$ cat config.mk
export PLATFORM = sky130hd
export DESIGN_NAME = level_code_ctrl
export DESIGN_NICKNAME = d
export VERILOG_FILES = /design/src/rtl/cavlc_pkg.sv /design/src/rtl/level_code_calc.sv /design/src/rtl/level_code_ctrl.sv
export SDC_FILE = /design/constraint.sdc
export NUM_CORES = 1
export LEC_CHECK = 0
export BUFFER_PORTS_ARGS = -buffer_cell sky130_fd_sc_hd__buf_2
export CAP_MARGIN = 20
export CORE_ASPECT_RATIO = 0.75
export CORE_UTILIZATION = 50
export DETAILED_ROUTE_END_ITERATION = 7
export PLACE_DENSITY_LB_ADDON = 0.15
export SYNTH_ARGS = -nofsm -noshare
export SYNTH_HDL_FRONTEND = slang
export SYNTH_SLANG_ARGS = --single-unit
$ cat constraint.sdc
create_clock -name clk -period 5 [get_ports clk]
set_input_delay 1 -clock clk [delete_from_list [all_inputs] [get_ports clk]]
set_output_delay 1 -clock clk [all_outputs]
set_load 0.03 [all_outputs]
$ cat src/rtl/cavlc_pkg.sv
// Shared types and constants for the CAVLC level-encoding controller.
package cavlc_pkg;

  typedef enum logic [3:0] {
    S_IDLE,
    S_WAIT_LVL,
    S_CALC,
    S_PFX_RST,
    S_PFX_CALC,
    S_PFX_OUT,
    S_ESC_PFX,
    S_SUFFIX,
    S_UPDATE
  } lc_state_t;

  typedef enum logic {
    PATH_NORMAL,
    PATH_ESCAPE
  } lc_path_t;

  localparam int unsigned PFX_ESC14    = 14;
  localparam int unsigned PFX_ESC15    = 15;
  localparam int unsigned ESC_SUFFIX_W = 12;
  localparam int unsigned SL_MAX       = 6;

endpackage

$ cat src/rtl/level_code_calc.sv
// Combinational evaluation of one level: level_code, path choice, escape
// prefix, suffix value/width, next suffix_len and overflow.
module level_code_calc
  import cavlc_pkg::*;
#(
  parameter int unsigned data_length = 9,
  parameter int unsigned lvl_w       = 12
) (
  input  logic [lvl_w-1:0]        i_level,
  input  logic                    i_first,
  input  logic [2:0]              i_suffix_len,
  output logic [data_length:0]    o_level_code,
  output lc_path_t                o_path,
  output logic [3:0]              o_esc_prefix,
  output logic [ESC_SUFFIX_W-1:0] o_suffix_val,
  output logic [3:0]              o_suffix_w,
  output logic [2:0]              o_next_suffix_len,
  output logic                    o_overflow
);

  localparam int unsigned DW = data_length + 1;
  localparam int unsigned CW = lvl_w + 2;
  localparam int unsigned SW = ESC_SUFFIX_W;

  logic [lvl_w:0] w_ext;
  logic [lvl_w:0] w_abs;
  logic [lvl_w:0] w_thresh;
  logic [CW-1:0]  w_raw;
  logic [DW-1:0]  w_code;
  logic [DW-1:0]  w_hi;
  logic [DW-1:0]  w_mask;
  logic [2:0]     w_sl1;

  always_comb begin
    w_ext  = {i_level[lvl_w-1], i_level};
    w_abs  = w_ext[lvl_w] ? (~w_ext + (lvl_w+1)'(1)) : w_ext;
    // Full-precision code; bits above DW flag overflow, the low DW bits carry on.
    w_raw  = {w_abs, 1'b0} - (w_ext[lvl_w] ? CW'(1) : CW'(2))
                           - (i_first ? CW'(2) : CW'(0));
    o_overflow   = |w_raw[CW-1:DW];
    w_code       = w_raw[DW-1:0];
    o_level_code = w_code;
    w_hi         = w_code >> i_suffix_len;
    w_mask       = (DW'(1) << i_suffix_len) - DW'(1);

    o_path       = PATH_NORMAL;
    o_esc_prefix = 4'(PFX_ESC14);
    o_suffix_w   = {1'b0, i_suffix_len};
    o_suffix_val = SW'(w_code & w_mask);

    if (w_hi >= DW'(PFX_ESC14)) begin
      o_path = PATH_ESCAPE;
      if (i_suffix_len == 3'd0 && w_code < DW'(30)) begin
        o_suffix_w   = 4'd4;
        o_suffix_val = SW'(w_code - DW'(PFX_ESC14));
      end else if (i_suffix_len == 3'd0 || w_hi != DW'(PFX_ESC14)) begin
        o_esc_prefix = 4'(PFX_ESC15);
        o_suffix_w   = 4'(ESC_SUFFIX_W);
        o_suffix_val = (i_suffix_len == 3'd0) ? SW'(w_code) - SW'(30)
                                              : SW'(w_code) - (SW'(PFX_ESC15) << i_suffix_len);
      end
    end

    w_sl1             = (i_suffix_len == 3'd0) ? 3'd1 : i_suffix_len;
    w_thresh          = (lvl_w+1)'(3) << (w_sl1 - 3'd1);
    o_next_suffix_len = (w_abs > w_thresh && w_sl1 < 3'(SL_MAX)) ? w_sl1 + 3'd1 : w_sl1;
  end

endmodule

$ cat src/rtl/level_code_ctrl.sv
// CAVLC level controller: sequences Prefix_Calc for normal levels and emits
// escape prefixes and all suffix bits onto the shared 1-bit push stream.
module level_code_ctrl
  import cavlc_pkg::*;
#(
  parameter int unsigned data_length = 9,
  parameter int unsigned lvl_w       = 12
) (
  input  logic                   clk,
  input  logic                   rst,
  input  logic                   blk_start,
  input  logic [4:0]             total_coeff,
  input  logic [1:0]             trailing_ones,
  input  logic                   lvl_valid,
  input  logic [lvl_w-1:0]       lvl_data,
  input  logic                   lvl_last,
  output logic                   lvl_ready,
  output logic                   pfx_rst,
  output logic                   pfx_start,
  output logic                   pfx_start_output,
  output logic [data_length:0]   pfx_level_code,
  output logic [2:0]             pfx_suffix_len,
  input  logic                   pfx_finish,
  input  logic                   pfx_fifo_push,
  input  logic                   pfx_fifo_data,
  output logic                   fifo_push,
  output logic                   fifo_data,
  output logic                   blk_done,
  output logic                   err
);

  lc_state_t                 r_state;
  lc_state_t                 w_next;
  logic [lvl_w-1:0]          r_level;
  logic                      r_last;
  logic                      r_first;
  logic [2:0]                r_sl;
  logic [3:0]                r_cnt;
  logic                      r_seen;
  logic                      r_err;
  logic [data_length:0]      r_pfx_code;
  logic [2:0]                r_pfx_sl;

  logic [data_length:0]      w_code;
  lc_path_t                  w_path;
  logic [3:0]                w_esc_pfx;
  logic [ESC_SUFFIX_W-1:0]   w_sfx_val;
  logic [3:0]                w_sfx_w;
  logic [2:0]                w_next_sl;
  logic                      w_ovf;
  logic                      w_esc_last;

  level_code_calc #(
    .data_length (data_length),
    .lvl_w       (lvl_w)
  ) u_calc (
    .i_level           (r_level),
    .i_first           (r_first),
    .i_suffix_len      (r_sl),
    .o_level_code      (w_code),
    .o_path            (w_path),
    .o_esc_prefix      (w_esc_pfx),
    .o_suffix_val      (w_sfx_val),
    .o_suffix_w        (w_sfx_w),
    .o_next_suffix_len (w_next_sl),
    .o_overflow        (w_ovf)
  );

  assign pfx_level_code = r_pfx_code;
  assign pfx_suffix_len = r_pfx_sl;
  assign err            = r_err;
  assign w_esc_last     = (r_cnt == w_esc_pfx);

  always_ff @(posedge clk or negedge rst) begin
    if (!rst) r_state <= S_IDLE;
    else      r_state <= w_next;
  end

  always_comb begin
    w_next           = r_state;
    lvl_ready        = 1'b0;
    pfx_rst          = 1'b1;
    pfx_start        = 1'b0;
    pfx_start_output = 1'b0;
    fifo_push        = 1'b0;
    fifo_data        = 1'b0;
    blk_done         = 1'b0;
    case (r_state)
      S_IDLE:     if (blk_start) w_next = S_WAIT_LVL;
      S_WAIT_LVL: begin
        lvl_ready = 1'b1;
        if (lvl_valid) w_next = S_CALC;
      end
      S_CALC:     w_next = (w_path == PATH_NORMAL) ? S_PFX_RST : S_ESC_PFX;
      S_PFX_RST:  begin
        pfx_rst = 1'b0;
        w_next  = S_PFX_CALC;
      end
      S_PFX_CALC: begin
        pfx_start = 1'b1;
        if (pfx_finish) w_next = S_PFX_OUT;
      end
      S_PFX_OUT:  begin
        pfx_start_output = 1'b1;
        fifo_push        = pfx_fifo_push;
        fifo_data        = pfx_fifo_data;
        // A push in the finishing cycle itself counts as observed.
        if (pfx_finish && (r_seen || pfx_fifo_push))
          w_next = (r_sl == 3'd0) ? S_UPDATE : S_SUFFIX;
      end
      S_ESC_PFX:  begin
        fifo_push = 1'b1;
        fifo_data = w_esc_last;
        if (w_esc_last) w_next = S_SUFFIX;
      end
      S_SUFFIX:   begin
        fifo_push = 1'b1;
        fifo_data = w_sfx_val[r_cnt];
        if (r_cnt == 4'd0) w_next = S_UPDATE;
      end
      S_UPDATE:   begin
        blk_done = r_last;
        w_next   = r_last ? S_IDLE : S_WAIT_LVL;
      end
      default:    w_next = S_IDLE;
    endcase
  end

  always_ff @(posedge clk or negedge rst) begin
    if (!rst) begin
      r_level    <= '0;
      r_last     <= 1'b0;
      r_first    <= 1'b0;
      r_sl       <= '0;
      r_cnt      <= '0;
      r_seen     <= 1'b0;
      r_err      <= 1'b0;
      r_pfx_code <= '0;
      r_pfx_sl   <= '0;
    end else begin
      case (r_state)
        S_IDLE: if (blk_start) begin
          r_sl    <= (total_coeff > 5'd10 && trailing_ones < 2'd3) ? 3'd1 : 3'd0;
          r_first <= (trailing_ones < 2'd3);
        end
        S_WAIT_LVL: if (lvl_valid) begin
          r_level <= lvl_data;
          r_last  <= lvl_last;
        end
        S_CALC: begin
          r_err      <= r_err | w_ovf;
          r_pfx_code <= w_code;
          r_pfx_sl   <= r_sl;
          r_cnt      <= '0;
        end
        S_PFX_RST: r_seen <= 1'b0;
        S_PFX_OUT: begin
          r_seen <= r_seen | pfx_fifo_push;
          r_cnt  <= w_sfx_w - 4'd1;
        end
        S_ESC_PFX: r_cnt <= w_esc_last ? w_sfx_w - 4'd1 : r_cnt + 4'd1;
        S_SUFFIX:  r_cnt <= r_cnt - 4'd1;
        S_UPDATE: begin
          r_first <= 1'b0;
          r_sl    <= w_next_sl;
        end
        default: ;
      endcase
    end
  end

endmodule

==> results.md <==
* Fin crit period at 5.569 ns
* Post-synthesis register bit count at 40
* Routed len/inst at 18.11 µm
* H-tree levels at 2
* Gpl congestion at 1.027
* Yosys top cell area share at 0.2188
* # diodes at 0
* Sequential share of the synthesized area at 0.2188
* Row cnt at 29
* Largest cells by area after synthesis: dfrtp_1 22%, ha_1 8.8%, nand2_1 6.4%, o21ai_0 5.0%, a21oi_1 4.0%
* First-pass GRT wire length at 24.08 mm
* Core Area at 8672 µm²
* Cell Area, Synth at 4574 µm²
* Synth async-reset ratio at 1.000
* Most numerous cell on the critical path: buf_4
* Layout cell share with drive strength beyond 1 at 0.3389
* Clk_lat worst skew at 0.29 ns
* Cell taking the most area after synthesis: dfrtp_1
* RSZ-0062 raised after global routing: yes
* Critical Path Slowest Stage Cell: or4_4
* Mapped Nets at 649
* Synth cell types at 88
* # IOs at 48
* TritonCTS sink count at 40
* Initial core utilization at 0.5275
* Port bufs at 47
* Placed cell count at 807
* EDFF count, synth at 0
* Setup violators final at 1
* Largest net degree at the start of global routing at 41
* Critical Path RT at 4.00 ns
* Crit Path Class: register to primary output
* Post-route DRC at 0
* Hold Crit Class: register to register
* CTS Root Cell: clkbuf_16
* Die boundary width at 112.4 µm
* Max FO, Critical Path at 7
* M1 WL at 7.304 mm
* Total GRT Usage at 0.3199
* Violated checks: setup timing
* Die height at 84.84 µm
* Final Hold Vio Count at 0
* Final ANT Viol Nets at 0
* Worst slew margin at 0.3625
* Hold_ws at 0.4709 ns
* Dpl ws at -0.1743 ns
* Fin util at 0.6901
* Die ar. at 9539 µm²
* Mean post-synth cell area at 7.766 µm²
* Crit path DAT at 4.57 ns
* Yosys Warn Count at 0
* Total routed wirelength at 14.88 mm
* Max Used Layer: met4
* Initial antenna violation count at 0
* CTS tree: built
* Metal3 WL at 1.310 mm
* Total CTS buffers at 5
* Final std cells w/o fill at 822
* Synth Flop Type: dfrtp_1
* Mapped Cells at 589
* Max-cap violations at 0
* Routed via count at 5037
* Max Slew Vio Count at 0
* F_max at 179.6 MHz
* Outcome: finished, violations left
* Clock Path Buffers at 2
* Clk_skew at 0.006110 ns
* Worst setup margin at -0.5692 ns
* Worst-margin pin slew at 0.9563 ns
* Synthesis-to-layout area growth at 30.83%
* Startpoint Class: register
* CP endpoint kind: primary output
* Period utilisation layout at 1.114
* Layout Nets at 773
* Vias per cell at 6.128
* Worst-path clk slew at 0.06 ns
* Drt initial violations at 585
* Met2 routed WL at 6.105 mm
* Vias in the first global route at 4796
* DRT Pass-1 Iters at 5
* Crit path cell chain: buf_4, buf_4, ha_1, nor2_2, o221ai_2, and2_4, nor3_2, or2_1, inv_2, mux4_2, o21ai_2, a41oi_2, buf_4, nor4_4, mux2i_1, o311a_1, or4_4, nand4b_1, buf_6
* Worst stage delay on the critical path at 0.53 ns
* Overflow left after global routing at 0
* DP HPWL at 11.61 mm
-- cell usage in the layout (no fill, tap or decap), types with 4 or more instances in the layout --
cell type,synthesis,final
buf_4,0,100
nand2_1,78,76
buf_2,6,46
o21ai_0,46,43
dfrtp_1,40,39
a21oi_1,37,36
nor2_1,36,33
ha_1,32,30
inv_1,27,23
xnor2_1,19,18
nor3_1,20,17
mux2_2,16,16
nand3_1,14,14
nand2b_1,12,12
xor2_1,12,12
inv_2,7,11
a31oi_1,13,11
a21o_1,10,10
and3_1,8,7
nor2b_1,5,5
or3_1,5,5
a211oi_1,6,5
a211o_1,5,5
clkbuf_16,0,5
or2_2,4,4
and2_1,5,4
o22ai_1,5,4
o31ai_1,4,4
-- final timing paths --
path	slack, ns	cells after the start	start	endpoint
worst max-delay path	-0.57	19	r_level[0]	fifo_data
worst min-delay path	0.47	2	pfx_level_code[6]	pfx_level_code[6]
worst max register to register	0.48	21	r_level[0]	r_state[2]
worst min register to register	0.47	2	pfx_level_code[6]	pfx_level_code[6]
max in group asynchronous	3.48	1	rst	r_first
min in group asynchronous	0.85	1	rst	r_level[11]
-- worst max-delay path: cells and delay by family (launching register included) --
| family | cells | cell delay (ns) |
|---|---|---|
| AND/OR/NAND/NOR | 7 | 1.67 |
| flip-flops | 1 | 0.39 |
| multiplexers | 2 | 0.59 |
| AO/OA/AOI/OAI | 4 | 0.72 |
| adder cells (fa/ha/maj) | 1 | 0.21 |
| buffers and inverters | 5 | 0.70 |
-- flip-flops by register name, summed over array words and instances, names as in the netlist --
register,flops
r_cnt,4
err,1
r_state,4
r_sl,3
pfx_suffix_len,3
r_seen,1
r_last,1
pfx_level_code,10
r_level,12
r_first,1
-- what timing repair did --
action	CTS	global route
hold buffers	0	0
setup buffers	0	7
resized for setup	4	26
pin swaps	0	13
setup endpoints to repair	1	1
-- cell usage after synthesis (4+ instances only) --
cell and count:
or4_1 4, a211oi_1 6, buf_2 6, mux2_2 16, inv_1 27, o31ai_1 4
a31oi_1 13, a21oi_1 37, a211o_1 5, and3_1 8, ha_1 32, or3_1 5
nand2_1 78, dfrtp_1 40, and2_1 5, nor2b_1 5, xor2_1 12, o21ai_0 46
or2_2 4, a2111oi_0 4, a21o_1 10, xnor2_1 19, nor3_1 20, clkbuf_1 18
o22ai_1 5, inv_2 7, nor2_1 36, nand2b_1 12, buf_1 4, nor4_1 4
nand3_1 14
-- kinds of logic after synthesis --
kind of cell | count (synthesis) | share of synthesized area
mux | 20 | 0.05169
flops | 40 | 0.2188
fa+ha+maj | 34 | 0.09409
simple gates | 215 | 0.2369
xor+xnor | 35 | 0.07604
buf+inv | 68 | 0.05990
compound gates | 177 | 0.2626
-- layout make-up --
type / count / area [µm²]
clock buffers: 6 / 138.9
clock inverters: 2 / 13.76
fillers: 707 / 2688
inverters: 38 / 145.1
multi-input cells: 481 / 3557
flip-flops and latches: 40 / 1002
well taps: 108 / 135.1
repair buffers: 147 / 992.2
-- metal layers --
| metal | GRT usage | vias to the layer above |
|---|---|---|
| li1 | - | 2386 |
| met1 | 0.4788 | 2377 |
| met2 | 0.4833 | 256 |
| met3 | 0.05786 | 18 |
| met4 | 0.05818 | 0 |
| met5 | 0 | - |
-- per-stage QoR --
stage,TNS [ns],cell area [µm²]
after floorplan,-0.1117,4732
after global placement,-0.1257,5647
after detailed placement,-0.1743,5647
after CTS,-0.4366,5823
after global routing,-0.7078,5984
final,-0.5692,5984
Power is left out: the tool's default activity adds up to more than one toggle a clock period on the data nets, which glitch-free logic cannot reach.
